## config.mk

```make
export PLATFORM = sky130hd
export DESIGN_NAME = calc3_port_sched
export DESIGN_NICKNAME = d
export VERILOG_FILES = /design/src/rtl/calc3_sched_pkg.sv /design/src/rtl/calc3_tag_scoreboard.sv /design/src/rtl/calc3_port_sched.sv
export SDC_FILE = /design/constraint.sdc
export NUM_CORES = 1
export LEC_CHECK = 0
export CELL_PAD_IN_SITES_DETAIL_PLACEMENT = 2
export CELL_PAD_IN_SITES_GLOBAL_PLACEMENT = 2
export CORE_ASPECT_RATIO = 1.75
export CORE_MARGIN = 4
export CORE_UTILIZATION = 31
export CTS_CLUSTER_SIZE = 16
export DETAILED_ROUTE_END_ITERATION = 10
export GPL_ROUTABILITY_DRIVEN = 0
export PLACE_DENSITY = 0.83
export SLEW_MARGIN = 20
export SYNTH_ARGS = -nofsm -noshare
export SYNTH_HDL_FRONTEND = slang
export SYNTH_SLANG_ARGS = --single-unit
```

## constraint.sdc

```tcl
create_clock -name c_clk -period 5.5 [get_ports c_clk]
set_input_delay 0.55 -clock c_clk [delete_from_list [all_inputs] [get_ports c_clk]]
set_output_delay 0.55 -clock c_clk [all_outputs]
set_load 0.02 [all_outputs]
```

## src/rtl/calc3_sched_pkg.sv

```systemverilog
// Shared types, command/response codes and command classification for the
// calc3 per-port issue scheduler.
package calc3_sched_pkg;

  localparam int TAG_W = 2;
  localparam int CNT_W = 10;

  localparam logic [3:0] CMD_NOP   = 4'd0;
  localparam logic [3:0] CMD_ADD   = 4'd1;
  localparam logic [3:0] CMD_SUB   = 4'd2;
  localparam logic [3:0] CMD_SHL   = 4'd5;
  localparam logic [3:0] CMD_SHR   = 4'd6;
  localparam logic [3:0] CMD_STORE = 4'd9;
  localparam logic [3:0] CMD_FETCH = 4'd10;
  localparam logic [3:0] CMD_BRZ   = 4'd12;

  localparam logic [1:0] RESP_NONE = 2'd0;
  localparam logic [1:0] RESP_OK   = 2'd1;
  localparam logic [1:0] RESP_ERR  = 2'd2;

  typedef logic [TAG_W-1:0] tag_t;
  typedef logic [3:0]       reg_t;
  typedef logic [3:0]       cmd_t;
  typedef logic [31:0]      data_t;

  // One scoreboard slot: valid doubles as the busy bit for the tag
  typedef struct packed {
    logic valid;
    logic writes_r1;
    reg_t r1;
  } sb_entry_t;

  typedef struct packed {
    logic reads_d1;
    logic reads_d2;
    logic writes_r1;
    logic serialising;
  } cmd_class_t;

  typedef struct packed {
    cmd_t  cmd;
    reg_t  d1;
    reg_t  d2;
    reg_t  r1;
    data_t data;
    tag_t  tag;
  } req_t;

  typedef struct packed {
    logic       valid;
    tag_t       tag;
    logic [1:0] resp;
    data_t      data;
    logic       timeout;
  } cpl_t;

  // Register usage of a command; anything unrecognised is treated as serialising
  function automatic cmd_class_t cmd_class(input cmd_t cmd);
    cmd_class_t c;
    c = '0;
    case (cmd)
      CMD_ADD, CMD_SUB, CMD_SHL, CMD_SHR: begin
        c.reads_d1  = 1'b1;
        c.reads_d2  = 1'b1;
        c.writes_r1 = 1'b1;
      end
      CMD_STORE: c.writes_r1 = 1'b1;
      CMD_FETCH: c.reads_d1  = 1'b1;
      CMD_NOP, CMD_BRZ: c.serialising = 1'b1;
      default:   c.serialising = 1'b1;
    endcase
    return c;
  endfunction

endpackage

```

## src/rtl/calc3_tag_scoreboard.sv

```systemverilog
// Tag bookkeeping: busy bitmap, destination registers, per-tag timeout
// counters, lowest-free allocation, hazard compare and retire arbitration.
module calc3_tag_scoreboard
  import calc3_sched_pkg::*;
#(
  parameter int NUM_TAGS     = 4,
  parameter int TIMEOUT      = 64,
  parameter int HAZARD_CHECK = 1
) (
  input  logic                c_clk,
  input  logic                reset,
  input  logic                alloc_en,
  input  cmd_class_t          alloc_cls,
  input  reg_t                new_d1,
  input  reg_t                new_d2,
  input  reg_t                new_r1,
  input  logic                resp_valid,
  input  tag_t                resp_tag,
  output tag_t                alloc_tag,
  output logic                tag_free,
  output logic                hazard,
  output logic                ser_block,
  output logic [NUM_TAGS-1:0] busy,
  output logic                ret_valid,
  output tag_t                ret_tag,
  output logic                ret_timeout,
  output logic                ret_spurious
);

  localparam logic [CNT_W-1:0] CNT_LIM = CNT_W'(TIMEOUT - 1);

  sb_entry_t [NUM_TAGS-1:0]            ent_q, ent_d;
  logic      [NUM_TAGS-1:0]            ser_q, ser_d;
  logic      [NUM_TAGS-1:0][CNT_W-1:0] cnt_q, cnt_d;
  logic      [NUM_TAGS-1:0]            to_req;
  logic                                hz;

  // Busy view, timeout requests and lowest-numbered free tag
  always_comb begin
    tag_free  = 1'b0;
    alloc_tag = '0;
    for (int t = 0; t < NUM_TAGS; t++) begin
      busy[t]   = ent_q[t].valid;
      to_req[t] = ent_q[t].valid && (cnt_q[t] >= CNT_LIM);
    end
    for (int t = NUM_TAGS - 1; t >= 0; t--) begin
      if (!ent_q[t].valid) begin
        tag_free  = 1'b1;
        alloc_tag = tag_t'(t);
      end
    end
  end

  // Register hazards of the presented command against in-flight writers
  always_comb begin
    hz = 1'b0;
    for (int t = 0; t < NUM_TAGS; t++) begin
      if (ent_q[t].valid && ent_q[t].writes_r1) begin
        if (alloc_cls.reads_d1  && ent_q[t].r1 == new_d1) hz = 1'b1;
        if (alloc_cls.reads_d2  && ent_q[t].r1 == new_d2) hz = 1'b1;
        if (alloc_cls.writes_r1 && ent_q[t].r1 == new_r1) hz = 1'b1;
      end
    end
    hazard    = (HAZARD_CHECK != 0) && hz;
    ser_block = |(ser_q & busy);
  end

  // One retirement per cycle: a real response beats any pending timeout
  always_comb begin
    ret_valid    = 1'b0;
    ret_tag      = '0;
    ret_timeout  = 1'b0;
    ret_spurious = resp_valid && !ent_q[resp_tag].valid;
    if (resp_valid && ent_q[resp_tag].valid) begin
      ret_valid = 1'b1;
      ret_tag   = resp_tag;
    end else begin
      for (int t = NUM_TAGS - 1; t >= 0; t--) begin
        if (to_req[t]) begin
          ret_valid   = 1'b1;
          ret_tag     = tag_t'(t);
          ret_timeout = 1'b1;
        end
      end
    end
  end

  // Next state: count, retire, then allocate (never the same tag)
  always_comb begin
    ent_d = ent_q;
    ser_d = ser_q;
    cnt_d = cnt_q;
    for (int t = 0; t < NUM_TAGS; t++) begin
      if (ent_q[t].valid && !to_req[t]) cnt_d[t] = cnt_q[t] + CNT_W'(1);
    end
    if (ret_valid) ent_d[ret_tag].valid = 1'b0;
    if (alloc_en) begin
      ent_d[alloc_tag].valid     = 1'b1;
      ent_d[alloc_tag].writes_r1 = alloc_cls.writes_r1;
      ent_d[alloc_tag].r1        = new_r1;
      ser_d[alloc_tag]           = alloc_cls.serialising;
      cnt_d[alloc_tag]           = '0;
    end
  end

  // Scoreboard state; reset drops all in-flight operations
  always_ff @(posedge c_clk or posedge reset) begin
    if (reset) begin
      ent_q <= '0;
      ser_q <= '0;
      cnt_q <= '0;
    end else begin
      ent_q <= ent_d;
      ser_q <= ser_d;
      cnt_q <= cnt_d;
    end
  end

endmodule

```

## src/rtl/calc3_port_sched.sv

```systemverilog
// Per-port calc3 issue controller: host handshake, one-cycle request
// register and one-per-cycle completion register around the tag scoreboard.
module calc3_port_sched
  import calc3_sched_pkg::*;
#(
  parameter int NUM_TAGS     = 4,
  parameter int TIMEOUT      = 64,
  parameter int HAZARD_CHECK = 1
) (
  input  logic                c_clk,
  input  logic                reset,
  input  logic                host_valid,
  output logic                host_ready,
  input  logic [3:0]          host_cmd,
  input  logic [3:0]          host_d1,
  input  logic [3:0]          host_d2,
  input  logic [3:0]          host_r1,
  input  logic [31:0]         host_data,
  output logic [3:0]          req_cmd,
  output logic [3:0]          req_d1,
  output logic [3:0]          req_d2,
  output logic [3:0]          req_r1,
  output logic [31:0]         req_data,
  output logic [1:0]          req_tag,
  input  logic [1:0]          out_resp,
  input  logic [1:0]          out_tag,
  input  logic [31:0]         out_data,
  output logic                cpl_valid,
  output logic [1:0]          cpl_tag,
  output logic [1:0]          cpl_resp,
  output logic [31:0]         cpl_data,
  output logic                cpl_timeout,
  output logic [NUM_TAGS-1:0] busy_tags,
  output logic                spurious_err
);

  cmd_class_t host_cls;
  tag_t       alloc_tag, ret_tag;
  logic       tag_free, hazard, ser_block, accept, resp_valid;
  logic       ret_valid, ret_timeout, ret_spurious;
  req_t       req_q, req_d;
  cpl_t       cpl_q, cpl_d;
  logic       spur_q, spur_d;

  assign host_cls   = cmd_class(host_cmd);
  assign resp_valid = (out_resp != RESP_NONE);
  // Ready never looks at host_valid, only at registered state and the command
  assign host_ready = tag_free && !hazard && !ser_block &&
                      !(host_cls.serialising && (busy_tags != '0));
  assign accept     = host_valid && host_ready;

  calc3_tag_scoreboard #(
    .NUM_TAGS     (NUM_TAGS),
    .TIMEOUT      (TIMEOUT),
    .HAZARD_CHECK (HAZARD_CHECK)
  ) u_sb (
    .c_clk        (c_clk),
    .reset        (reset),
    .alloc_en     (accept),
    .alloc_cls    (host_cls),
    .new_d1       (host_d1),
    .new_d2       (host_d2),
    .new_r1       (host_r1),
    .resp_valid   (resp_valid),
    .resp_tag     (out_tag),
    .alloc_tag    (alloc_tag),
    .tag_free     (tag_free),
    .hazard       (hazard),
    .ser_block    (ser_block),
    .busy         (busy_tags),
    .ret_valid    (ret_valid),
    .ret_tag      (ret_tag),
    .ret_timeout  (ret_timeout),
    .ret_spurious (ret_spurious)
  );

  // Request lines carry the accepted command for exactly one cycle
  always_comb begin
    req_d = '0;
    if (accept) begin
      req_d.cmd  = host_cmd;
      req_d.d1   = host_d1;
      req_d.d2   = host_d2;
      req_d.r1   = host_r1;
      req_d.data = host_data;
      req_d.tag  = alloc_tag;
    end
  end

  // Completion strobe; timeouts report RESP_NONE with zero data
  always_comb begin
    cpl_d  = '0;
    spur_d = spur_q | ret_spurious;
    if (ret_valid) begin
      cpl_d.valid   = 1'b1;
      cpl_d.tag     = ret_tag;
      cpl_d.timeout = ret_timeout;
      if (!ret_timeout) begin
        cpl_d.resp = out_resp;
        cpl_d.data = out_data;
      end
    end
  end

  // Output registers
  always_ff @(posedge c_clk or posedge reset) begin
    if (reset) begin
      req_q  <= '0;
      cpl_q  <= '0;
      spur_q <= 1'b0;
    end else begin
      req_q  <= req_d;
      cpl_q  <= cpl_d;
      spur_q <= spur_d;
    end
  end

  assign req_cmd      = req_q.cmd;
  assign req_d1       = req_q.d1;
  assign req_d2       = req_q.d2;
  assign req_r1       = req_q.r1;
  assign req_data     = req_q.data;
  assign req_tag      = req_q.tag;
  assign cpl_valid    = cpl_q.valid;
  assign cpl_tag      = cpl_q.tag;
  assign cpl_resp     = cpl_q.resp;
  assign cpl_data     = cpl_q.data;
  assign cpl_timeout  = cpl_q.timeout;
  assign spurious_err = spur_q;

endmodule

```

==> run summary <==
The accumulated negative setup slack came out at 0 ns. The clock transition at the registers of the reported paths is 0.06 ns. The critical path ends at host_ready. The relative max-transition margin is a little over a third. Sorting the synthesized cells by area gives the leading types as sky130_fd_sc_hd__dfrtp_1, sky130_fd_sc_hd__and2_1, sky130_fd_sc_hd__xor2_1.

STA classifies the critical path startpoint as a primary input. The clock reaches the later pin of the worst-skew pair after 0.43 ns. Summing every instance area after synthesis gives 6599 sq um. The worst endpoint data arrival time came out at 3.50 ns. The buffer depth of the longest clock path is 2. The xor and xnor fraction of the mapped netlist area is 8.893%.

The cell-internal power came out at 0.002977 W. The highest attainable clock frequency is between 0.2 and 0.25 GHz. The worst clock skew came out at 0.008768 ns. The flow ran to the end, and the final reports show no timing, DRC or antenna violations. The count of final hold-check violations came out at 0. The number of antenna violations at the first check in global routing is 0. The final worst slack is 1.453 ns. The transition time of the tightest slew-check pin came out at roughly 0.96 ns. The count of clock tree sinks is 157. The height of the die is roughly 200 um. The clock power share is 30.3%.

The number of remaining DRC errors came out at 0. The maximum number of pins on one net before global-route repair is between 70 and 80. The sequential share of power is 39.2%. Counting cells, the worst reg-to-reg path comes to 5.

The placeable core region is ~21,000 sq um. The row count is 70. In this run the clock root is driven by a sky130_fd_sc_hd__clkbuf_16. The post-synthesis compound-gate area fraction is under 10%. The initial core utilization came out at 31.52%. The tool flagged a number of max-cap violations equal to 0. Power spread over the standard cell area amounts to 485.1 nW/um^2. The number of H-tree levels is 4. The maximum fanout encountered on the critical timing path is 9. Wires add up to 19,720 um.

The share of the cycle needed by the critical path after routing is between 70% and 80%. The endpoint of the most critical register-to-register path is u_sb.ent_q[12]. The overall power after layout came out at around 0.0045 W. The mean instance size in the synthesized netlist came out at roughly 12 sq um. In this run the most critical hold path is launched from u_sb.cnt_q[6]. The share of final-layout standard cells stronger than drive strength 1 is roughly 8.0%. The total global routing overflow is 0. The number of nets handed over by synthesis was 645. The share of synthesized registers carrying an async set or reset is 100.0%.

The count of yosys warnings during synthesis came out at 0. The horizontal die dimension came out at around 120 um. The count of boundary I/O pins is around 180. The die covers roughly 24,000 sq um. The post-synthesis register bit count came out at 157. In this run, synthesis inferred 0 flip-flops with an integrated enable. The length of the first detailed-routing pass in iterations came out at 4. The number of antenna diodes in the final layout is 0. The CTS tree is yes. The portion of total power attributed to combinational logic came out at 30.4%.

The hold path depth is 1. Sequential elements use about three fifths of the synthesized area. Setup repair after global routing left no endpoint under its margin.

The final antenna-violating net count came out at 0. The count of unique library cells instantiated by Yosys is 50. VDD sags by at most 0.2153 mV.

The hold-fix buffer count after cts came out at 0. The share of cell area taken by muxes after synthesis is 4.077%. The top cell type's share of synthesized area came out at 59.54%.

The number of buffers created by CTS came out at 17. The total of cells resized after clock tree synthesis is 0. Summed over all nets, the half-perimeter wirelength after detailed placement is about 15,000 um.

The source of the worst register-to-register timing path is u_sb.busy[1]. The post-synthesis share of cell area spent on and, or, nand and nor gates is 18.56%. The switching power as a share of total power is 33.74%.

The critical path is of the in2out type. The worst slack at placement came out at around 1.6 ns. The total number of vias is 4,828. In the synthesized netlist the dominant register cell turns out to be sky130_fd_sc_hd__dfrtp_1. The cell type with the highest aggregate area in the netlist is sky130_fd_sc_hd__dfrtp_1.

The global-route usage over all layers came out at roughly 17%. Counting every instance in the synthesized netlist gives 554. The number of fill cells in the layout came out at 2,110. The path class of the tightest hold or removal check is reg2reg. Data on the critical path is required at its endpoint by between 4 and 5 ns. The combinational family with the most area after synthesis is simple AND/OR/NAND/NOR gates.

The count of buffers inserted at the top-level ports came out at 180. The mean number of vias per cell came out at 4.897. The buffer count from post-CTS setup fixing came out at 0. The number of pins with negative max-slew slack in the final report came out at 0. The via count of the first global-routing pass was 5,771.

The adder-cell area share of the yosys netlist came out at 0.7584%. The number of endpoints failing setup at the final stage came out at 0. Dividing the detail-routed wire length by the instance count gives between 15 and 20 um. The critical path launch point is host_r1[3]. For flop-to-flop paths, the worst setup slack is 2.22 ns. The DRC violation total after the first TritonRoute iteration came out at 162.

Compared with the post-synthesis result, the final layout area differs by 40.33%. The final critical path time including I/O delays and setup is 4.047 ns. For this design the static power due to leakage is 4.055 nW. The net load switching power is 0.001516 W. The global-route wire length before repair came out at 31,880 um. The worst setup path is captured at a primary output. The number of nets in the finished design came out at 812.
## per-stage QoR
stage / hold slack (ns) / util (%) / std cells / cell area (sq um)
CTS: 0.4906 / 44.17 / 986 / 9246
global route: 0.5194 / 44.24 / 986 / 9260
floorplan: 0.4489 / - / 554 / 6599
global placement: 0.4592 / 40.89 / 954 / 8559
finish: 0.4876 / 44.24 / 986 / 9260
detailed placement: 0.4752 / 40.89 / 954 / 8559
## cell usage after synthesis (2+ instances only)
master	count
sky130_fd_sc_hd__dfrtp_1	157
sky130_fd_sc_hd__and2_1	95
sky130_fd_sc_hd__xor2_1	34
sky130_fd_sc_hd__xnor2_1	33
sky130_fd_sc_hd__nand2_1	32
sky130_fd_sc_hd__nor2_1	19
sky130_fd_sc_hd__nand3_1	16
sky130_fd_sc_hd__mux2_2	15
sky130_fd_sc_hd__a21oi_1	13
sky130_fd_sc_hd__clkbuf_1	13
sky130_fd_sc_hd__nor2b_1	13
sky130_fd_sc_hd__o21ai_0	11
sky130_fd_sc_hd__nand4_1	8
sky130_fd_sc_hd__nor3_1	8
sky130_fd_sc_hd__buf_4	7
sky130_fd_sc_hd__nor4_1	7
sky130_fd_sc_hd__a22o_1	6
sky130_fd_sc_hd__buf_2	6
sky130_fd_sc_hd__mux2_1	6
sky130_fd_sc_hd__nand2b_1	6
sky130_fd_sc_hd__inv_1	5
sky130_fd_sc_hd__clkbuf_2	4
sky130_fd_sc_hd__ha_1	4
sky130_fd_sc_hd__buf_6	3
sky130_fd_sc_hd__buf_1	2
sky130_fd_sc_hd__nor3_4	2
sky130_fd_sc_hd__o21ai_1	2
sky130_fd_sc_hd__o22ai_1	2
sky130_fd_sc_hd__o31a_1	2
sky130_fd_sc_hd__o31ai_1	2
sky130_fd_sc_hd__or3_1	2
## cell usage in the layout, fill, tap and decap left out, drive strengths merged, types with 3 or more instances in the layout
cell type / instances
nand3: 16
nand2b: 6
a21oi: 14
o21ai: 13
bufinv: 6
inv: 8
nor3: 10
buf: 3
mux2: 21
nand2: 32
and2: 95
clkinvlp: 3
nor2: 19
dfrtp: 157
nand4: 8
xnor2: 33
ha: 4
nor4: 8
xor2: 34
clkbuf: 19
nor2b: 13
clkdlybuf4s50: 180
a22o: 6
## how the worst min path moves through the flow
| stage | to | slack (ns) |
|---|---|---|
| 6_report | u_sb.cnt_q[6] | 0.49 |
| 5_1_grt | u_sb.cnt_q[38] | 0.52 |
| 4_1_cts | u_sb.ent_q[16] | 0.49 |
| 3_5_place_dp | u_sb.ent_q[16] | 0.48 |
| 3_3_place_gp | u_sb.ent_q[16] | 0.46 |
| 2_1_floorplan | u_sb.ent_q[16] | 0.45 |
## power by group through the flow
stage	logic [W]	clock network [W]	registers [W]
after CTS	0.00140	0.00141	0.00176
after global routing	0.00150	0.00146	0.00181
after detailed placement	0.00137	0	0.00178
after floorplan	0.000757	0	0.00178
after global placement	0.00129	0	0.00174
final	0.00137	0.00136	0.00176
## state kept, by name, summed over array words and instances (netlist names)
name,cells
cpl_timeout,1
u_sb.busy,4
req_d2,4
cpl_valid,1
req_r1,4
req_tag,2
u_sb.ent_q,20
cpl_resp,2
cpl_tag,2
req_data,32
cpl_data,32
u_sb.cnt_q,40
u_sb.ser_q,4
spurious_err,1
req_d1,4
req_cmd,4
## worst max-delay path: stages
cell,delay (ns)
sky130_fd_sc_hd__clkdlybuf4s50_1,0.74
sky130_fd_sc_hd__xor2_1,0.24
sky130_fd_sc_hd__nor3_1,0.07
sky130_fd_sc_hd__nand4_1,0.10
sky130_fd_sc_hd__o31ai_1,0.10
sky130_fd_sc_hd__o31a_1,0.40
sky130_fd_sc_hd__nor4_4,0.55
sky130_fd_sc_hd__clkdlybuf4s50_1,0.74
## kinds of logic (layout without fill, tap and decap cells)
logic type,after synthesis,in the layout
compound gates,49,49
xor+xnor,67,67
fa+ha+maj,4,4
buf+inv,40,220
flops,157,157
mux,23,23
simple gates,214,214
## metal layers
metal	track usage, %	vias to the layer above	routed length [um]
met5	0	-	0
met4	8.637	0	731
met3	5.187	43	1061
met2	33.31	157	11430
met1	16.03	2471	6496
li1	-	2157	-
## cell type report
| type | count | area (sq um) | area share [%] |
|---|---|---|---|
| Tap cell | 252 | 315.3 | 3.405 |
| Timing Repair Buffer | 183 | 1824 | 19.70 |
| Multi-Input combinational cell | 357 | 2481 | 26.79 |
| Inverter | 5 | 23.77 | 0.2567 |
| Clock inverter | 13 | 234.0 | 2.527 |
| Sequential cell | 157 | 3929 | 42.43 |
| Clock buffer | 19 | 452.9 | 4.891 |
Note: power is estimated with default switching activity, not from simulation.
